$ cat src/rtl/wb_stage.sv
// rtl/wb_stage.sv - pipeline write-back stage: load formatting, misalign detection, registered RF write port
// Optional retire counter enabled by defining RETIRE_CNT_EN.
module wb_stage #(
    parameter int RA_W = 5
) (
    input  logic            clk,
    input  logic            reset,
    input  logic            in_valid,
    input  logic            stall,
    input  logic            flush,
    input  logic            RW,
    input  logic            MD,
    input  logic [RA_W-1:0] DA,
    input  logic [31:0]     alu_result,
    input  logic [31:0]     readData,
    input  logic [1:0]      ld_size,
    input  logic            ld_signed,
    output logic            rf_we,
    output logic [RA_W-1:0] rf_wa,
    output logic [31:0]     rf_wd,
`ifdef RETIRE_CNT_EN
    output logic [31:0]     retire_cnt,
`endif
    output logic            misalign
);

    logic [7:0]      w_byte;
    logic [15:0]     w_half;
    logic [31:0]     w_ld_data;
    logic [31:0]     w_wd;
    logic            w_misaligned;
    logic            w_we;

    logic            r_we;
    logic [RA_W-1:0] r_wa;
    logic [31:0]     r_wd;
    logic            r_misalign;

    always_comb begin
        w_byte = readData[7:0];
        case (alu_result[1:0])
            2'b00:   w_byte = readData[7:0];
            2'b01:   w_byte = readData[15:8];
            2'b10:   w_byte = readData[23:16];
            default: w_byte = readData[31:24];
        endcase
        w_half = alu_result[1] ? readData[31:16] : readData[15:0];
        case (ld_size)
            2'b00:   w_ld_data = {{24{ld_signed & w_byte[7]}}, w_byte};
            2'b01:   w_ld_data = {{16{ld_signed & w_half[15]}}, w_half};
            default: w_ld_data = readData;
        endcase
    end

    // Only real loads can be misaligned; ALU results carry no alignment rule.
    assign w_misaligned = in_valid & MD &
                          (((ld_size == 2'b01) & alu_result[0]) |
                           ((ld_size == 2'b10) & (alu_result[1:0] != 2'b00)) |
                           (ld_size == 2'b11));
    assign w_wd = MD ? w_ld_data : alu_result;
    assign w_we = in_valid & RW & (DA != '0) & ~w_misaligned;

    always_ff @(posedge clk or negedge reset) begin
        if (!reset) begin
            r_we       <= 1'b0;
            r_wa       <= '0;
            r_wd       <= '0;
            r_misalign <= 1'b0;
        end else if (flush || (!stall && !in_valid)) begin
            r_we       <= 1'b0;
            r_wa       <= '0;
            r_wd       <= '0;
            r_misalign <= 1'b0;
        end else if (!stall) begin
            r_we       <= w_we;
            r_wa       <= DA;
            r_wd       <= w_wd;
            r_misalign <= w_misaligned;
        end
    end

`ifdef RETIRE_CNT_EN
    logic [31:0] r_retire_cnt;

    // Every accepted instruction retires, even R0 writes and faulting loads.
    always_ff @(posedge clk or negedge reset) begin
        if (!reset) begin
            r_retire_cnt <= '0;
        end else if (in_valid && !stall && !flush) begin
            r_retire_cnt <= r_retire_cnt + 32'd1;
        end
    end

    assign retire_cnt = r_retire_cnt;
`endif

    assign rf_we    = r_we;
    assign rf_wa    = r_wa;
    assign rf_wd    = r_wd;
    assign misalign = r_misalign;

endmodule
$ cat config.mk
export PLATFORM = sky130hd
export DESIGN_NAME = wb_stage
export DESIGN_NICKNAME = d
export VERILOG_FILES = /design/src/rtl/wb_stage.sv
export SDC_FILE = /design/constraint.sdc
export NUM_CORES = 1
export LEC_CHECK = 0
export CORE_UTILIZATION = 35
export DETAILED_ROUTE_END_ITERATION = 12
export GPL_ROUTABILITY_DRIVEN = 0
export PLACE_DENSITY_LB_ADDON = 0.08
export SYNTH_ARGS = -nofsm -noshare
export SYNTH_HDL_FRONTEND = slang
export SYNTH_SLANG_ARGS = --single-unit
$ cat constraint.sdc
create_clock -name clk -period 0.8 [get_ports clk]
set_input_delay 0.08 -clock clk [delete_from_list [all_inputs] [get_ports clk]]
set_output_delay 0.08 -clock clk [all_outputs]
set_load 0.05 [all_outputs]
======== Yosys cells after proc, flatten, opt, wreduce, memory -nomap -nowiden ========
Cells that the tools add are included.
operators by class
  equality and inequality tests ........... 6
  reductions and logical operators ........ 8
  bitwise operators ....................... 12
  muxes and demuxes ....................... 12
operators by type and width
  cell                                                                      count
  32-bit 2-to-1 mux                                                         3
  32-bit one-hot mux with 2 select lines                                    1
  8-bit one-hot mux with 3 select lines                                     1
  16-bit 2-to-1 mux                                                         1
  5-bit 2-to-1 mux                                                          2
  1-bit bitwise AND                                                         9
  2-bit == test (second input constant)                                     3
  5-bit nonzero test                                                        1
  2-bit by 1-bit == test with 1-bit output (second input constant)          2
  2-bit zero test                                                           2
  1-bit 2-to-1 mux                                                          4
  1-bit zero test                                                           2
  2-bit by 1-bit inequality test with 1-bit output (second input constant)  1
  1-bit OR                                                                  2
  2-bit nonzero test                                                        1
  1-bit logical AND                                                         1
  1-bit logical OR                                                          1
  1-bit NOT                                                                 1
storage, ports and cells
  bits in registers ....................... 39
  output and inout port bits .............. 39
  logic and storage cells ................. 42

======== Depth between registers and ports, before layout ========
  depth after elaboration ................. 9
  mapped depth ............................ 6
  depth with buffers taken out ............ 4

======== Worst setup path before layout ========
Ideal clock, no wire load.
  kind .................................... input -> register
  start ................................... input alu_result[1]
  end ..................................... register r_wd[21] (netlist: rf_wd[21])
  stages on the path ...................... 5
  setup time .............................. 0.128 ns
  slack ................................... -0.518 ns
  path buffers ............................ 2
  arrival time ............................ 1.190 ns
  cells stage by stage .................... buf_6 mux4_2 o211ai_4 buf_6 nand2_1
on the way
  cells in the longest elaborated chain, start to end .. 7
  elaborated cells on any way between the ends .. 11
  those cells by class .................... 2 x eq/ne; 6 x mux; 2 x bitwise; 1 x reduce/logical
ends and longest elaborated chain
  item                                         RTL line  RTL
  start, declared                              14        input logic [31:0] alu_result,
  2-bit == test, or another cell as far along  41        case (alu_result[1:0])
  8-bit one-hot mux with 3 select lines        41
  1-bit bitwise AND                            49        2'b00: w_ld_data = {{24{ld_signed & w_byte[7]}}, w_byte};
  32-bit one-hot mux with 2 select lines *     48        case (ld_size)
  32-bit 2-to-1 mux *                          60        assign w_wd = MD ? w_ld_data : alu_result;
  32-bit 2-to-1 mux *                          74        end else if (!stall) begin
  32-bit 2-to-1 mux *                          69        end else if (flush || (!stall && !in_valid)) begin
  end signal, assigned                         77        r_wd <= w_wd;
  end, declared                                36        logic [31:0] r_wd;
Every way passes the cells marked *; elsewhere a longest branch is shown, timed or not. The select of a mux whose other input is x is not followed.
A chain may end at the register's enable or synchronous reset.

======== Worst setup path after layout ========
  start ................................... input alu_result[1]
  end ..................................... register r_wd[9] (netlist: rf_wd[9])
Same word-level chain as after synthesis.

==> impl_metrics.yaml <==
timing:
  setup_tns_ns: -15.96
  setup_ws_ns: -0.345
  hold_viol: 0
  period_share: 1.43
  drv_slew: 0
  rsz0062_at_grt: "yes"
  fin_skew_ns: 0
  clock.fmax_mhz: 874
  slew_headroom: 0.727
  min_period_ns: 1.14
  max_slew.worst_pin.slew_ns: 0.408
  setup_viol: 72
worst_setup_path:
  crit_path_start_kind: "input pin"
  worstPathMaxFanout: 7
  critical_path_class: "in -> reg"
  cp_slowest_stage_delay_ns: 0.54
  crit_family: "multiplexers"
  r2r_slack_ns: -0.18
  setup.worst_path.end_class: "flop"
  rr_endpoint: "rf_wd[4]$_DFFE_PN0P_"
  slowest_stage: "mux4_2"
  worstRegToRegCells: 3
  arrival_ns: 1.33
  worstPathRequired_ns: 0.99
  r2r-start: "rf_wd[4]$_DFFE_PN0P_"
  path_buf_inv: 2
  crit_path_cell_trace: "buf_8, mux4_2, buf_6, a31o_4, nor2_2, o21ai_1"
die:
  rows: 28
  die_width_um: 80.6
  initial_core_util: 0.363
  coreArea_um2: 5960
  chipHeight_um: 80.6
  ioPinCount: 118
  dieArea_um2: 6500
synthesis:
  synthMuxAreaShare: 0.0474
  netlist_area_um2: 2160
  ys_top_cells_by_area: "dfrtp_1 (45%), a222oi_1 (7.4%), nand2_1 (6.1%)"
  post_synth_fa_ha_maj_area_fraction: 0
  syn_area_per_cell_um2: 9.45
  yosysMostFrequentCell: "dfrtp_1"
  syn_nets: 308
  async_reset_ff_frac: 1.00
  synth_top_family_by_area: "compound AO/OA/AOI/OAI gates"
  synth-seq-area-share: 0.451
  syn_inst: 229
  synth.largest_area_cell: "dfrtp_1"
  synth_compound_area_frac: 0.301
  ys_warn_count: 0
  synth_cell_types: 41
  ys_top_cells_by_count: "dfrtp_1 (39), nand2_1 (35), a222oi_1 (16), o21ai_0 (16), inv_1 (10)"
  synth_xor_area_frac: 0
  synth_top_area_frac: 0.451
  synth_edf_count: 0
  synth-main-ff-cell: "dfrtp_1"
  synth-seq-cells: 39
  synth-simple-area-share: 0.140
run_status:
  violations: "negative setup slack"
  status: "finished with violations"
detailed_routing:
  vias_per_cell: 5.90
  wl_per_cell_um: 21.2
  drt_iter0_drc: 265
  via_count: 2910
  drcViolationCount: 0
  antenna_left: 0
  dr.pass1.iters: 5
  routed_wl_um: 10400
pwr:
  leakage_uw: 0.00227
  power_density_nw_per_um2: 1280
  peakVddDrop_mv: 0.814
  fin_total_pwr_uw: 6430
cells_and_area:
  final_cells: 493
  nNetsFinal: 496
  final_util: 0.841
  area_delta_synth_final_pct: 131
  diodes: 0
  n_fill_cell: 337
  drive_gt1_frac: 0.476
placement:
  placed_cells: 458
  pre_cts_ws_ns: -1.01
  numPortBuffers: 117
  hpwl_um: 6050
global_routing:
  grt_antenna_before_repair: 0
  grt_pass1_vias: 2920
  grt_pass1_wl_um: 15000
  grt.total_usage: 0.313
  gr-total-overflow: 0
  grt_max_degree: 26
hold_path:
  holdPathStages: 2
  min_from: "DA[4]"
  holdPathEnd: "rf_wa[4]$_DFFE_PN0P_"
  hp-class: "in -> reg"
clock_tree:
  clock_latency_ns: 0.31
  max-clock-path-buffers: 2
  numCtsBuffers: 5
  h-tree-depth: 2
  clockRootBuffer: "clkbuf_8"
  cts.sinks: 39
  clk_pin_slew_ns: 0.08
  cts_tree: "built"
run:
  cap_violations: 0
[per-stage QoR]
stage          area [um^2]  hold slack, ns
2_1_floorplan         2220          -0.216
3_3_place_gp          4230         -0.0150
5_1_grt               5010          0.0231
4_1_cts               4840         0.00851
6_report              5010         0.00652
3_5_place_dp          4230        -0.00920
[sequential cells by signal, indices dropped and copies added, names as in the netlist]
name / cells
misalign: 1
rf_wa: 5
rf_wd: 32
rf_we: 1
[layout by cell type, fill, tap and decap left out, types with 3 or more instances in the layout]
cell type,count
buf_12,48
clkdlybuf4s50_1,42
buf_4,39
buf_6,37
dfrtp_1,33
nand2_1,31
dlygate4sd2_1,17
a222oi_1,16
o21ai_1,14
inv_1,9
o21ai_2,8
o221ai_1,7
o22ai_1,7
nor2_2,7
a22o_1,6
mux2i_4,6
buf_2,6
dfrtp_2,6
clkbuf_8,5
a21oi_2,4
nand2_2,4
a21oi_1,4
a22oi_1,4
nand2b_1,3
o211ai_1,3
or3_1,3
[how the worst max path moves through the flow]
| stage | from | to | slack, ns | cells past startpoint |
|---|---|---|---|---|
| finish | alu_result[1] | rf_wd[9]$_DFFE_PN0P_ | -0.34 | 6 |
| global route | alu_result[1] | rf_wd[7]$_DFFE_PN0P_ | -0.34 | 5 |
| CTS | alu_result[1] | rf_wd[12]$_DFFE_PN0P_ | -0.27 | 6 |
| detailed placement | alu_result[1] | rf_wd[7]$_DFFE_PN0P_ | -1.01 | 5 |
| global placement | alu_result[1] | rf_wd[7]$_DFFE_PN0P_ | -0.94 | 5 |
| floorplan | alu_result[1] | rf_wd[21]$_DFFE_PN0P_ | -0.51 | 5 |
[kinds of logic (layout without fill, tap and decap cells)]
family                 after synthesis  after routing
AO/OA/AOI/OAI                       87             87
AND/OR/NAND/NOR                     65             66
flip-flops                          39             39
buffers and inverters               29            217
multiplexers                         9              9
[layer usage]
metal	part of all wire	track usage	wire, um	up-vias
met4	0.045	0.152	472	0
met1	0.37	0.378	3820	1396
met2	0.49	0.519	5160	206
met3	0.095	0.0750	989	53
li1	-	-	-	1255
met5	0	0	0	-
[layout make-up]
type	instances	area, um^2	share of cell area
well taps	75	93.8	0.0187
multi-input cells	162	1320	0.263
repair buffers	199	2440	0.488
inverters	10	40.0	0.00800
clock inverters	2	60.1	0.0120
clock buffers	6	72.6	0.0145
flip-flops and latches	39	983	0.196
[report_power, final]
part           internal [uW]  switching [uW]  total (uW)  leakage (uW)
clock network           1250             765        2010     0.0000654
registers               2060            83.7        2140      0.000523
logic                   1220            1060        2270       0.00168
total                   4520            1910        6430       0.00227
[timing repair]
item | CTS | global route
buffers inserted | 17 | 9
endpoints found under the hold margin | 39 | 0
cloned | 4 | 0
pin swaps | 34 | 19
endpoints found under the setup margin | 78 | 73
resized for setup | 169 | 32
hold buffers | 1 | 0
Note: power is estimated with default switching activity, not from simulation.
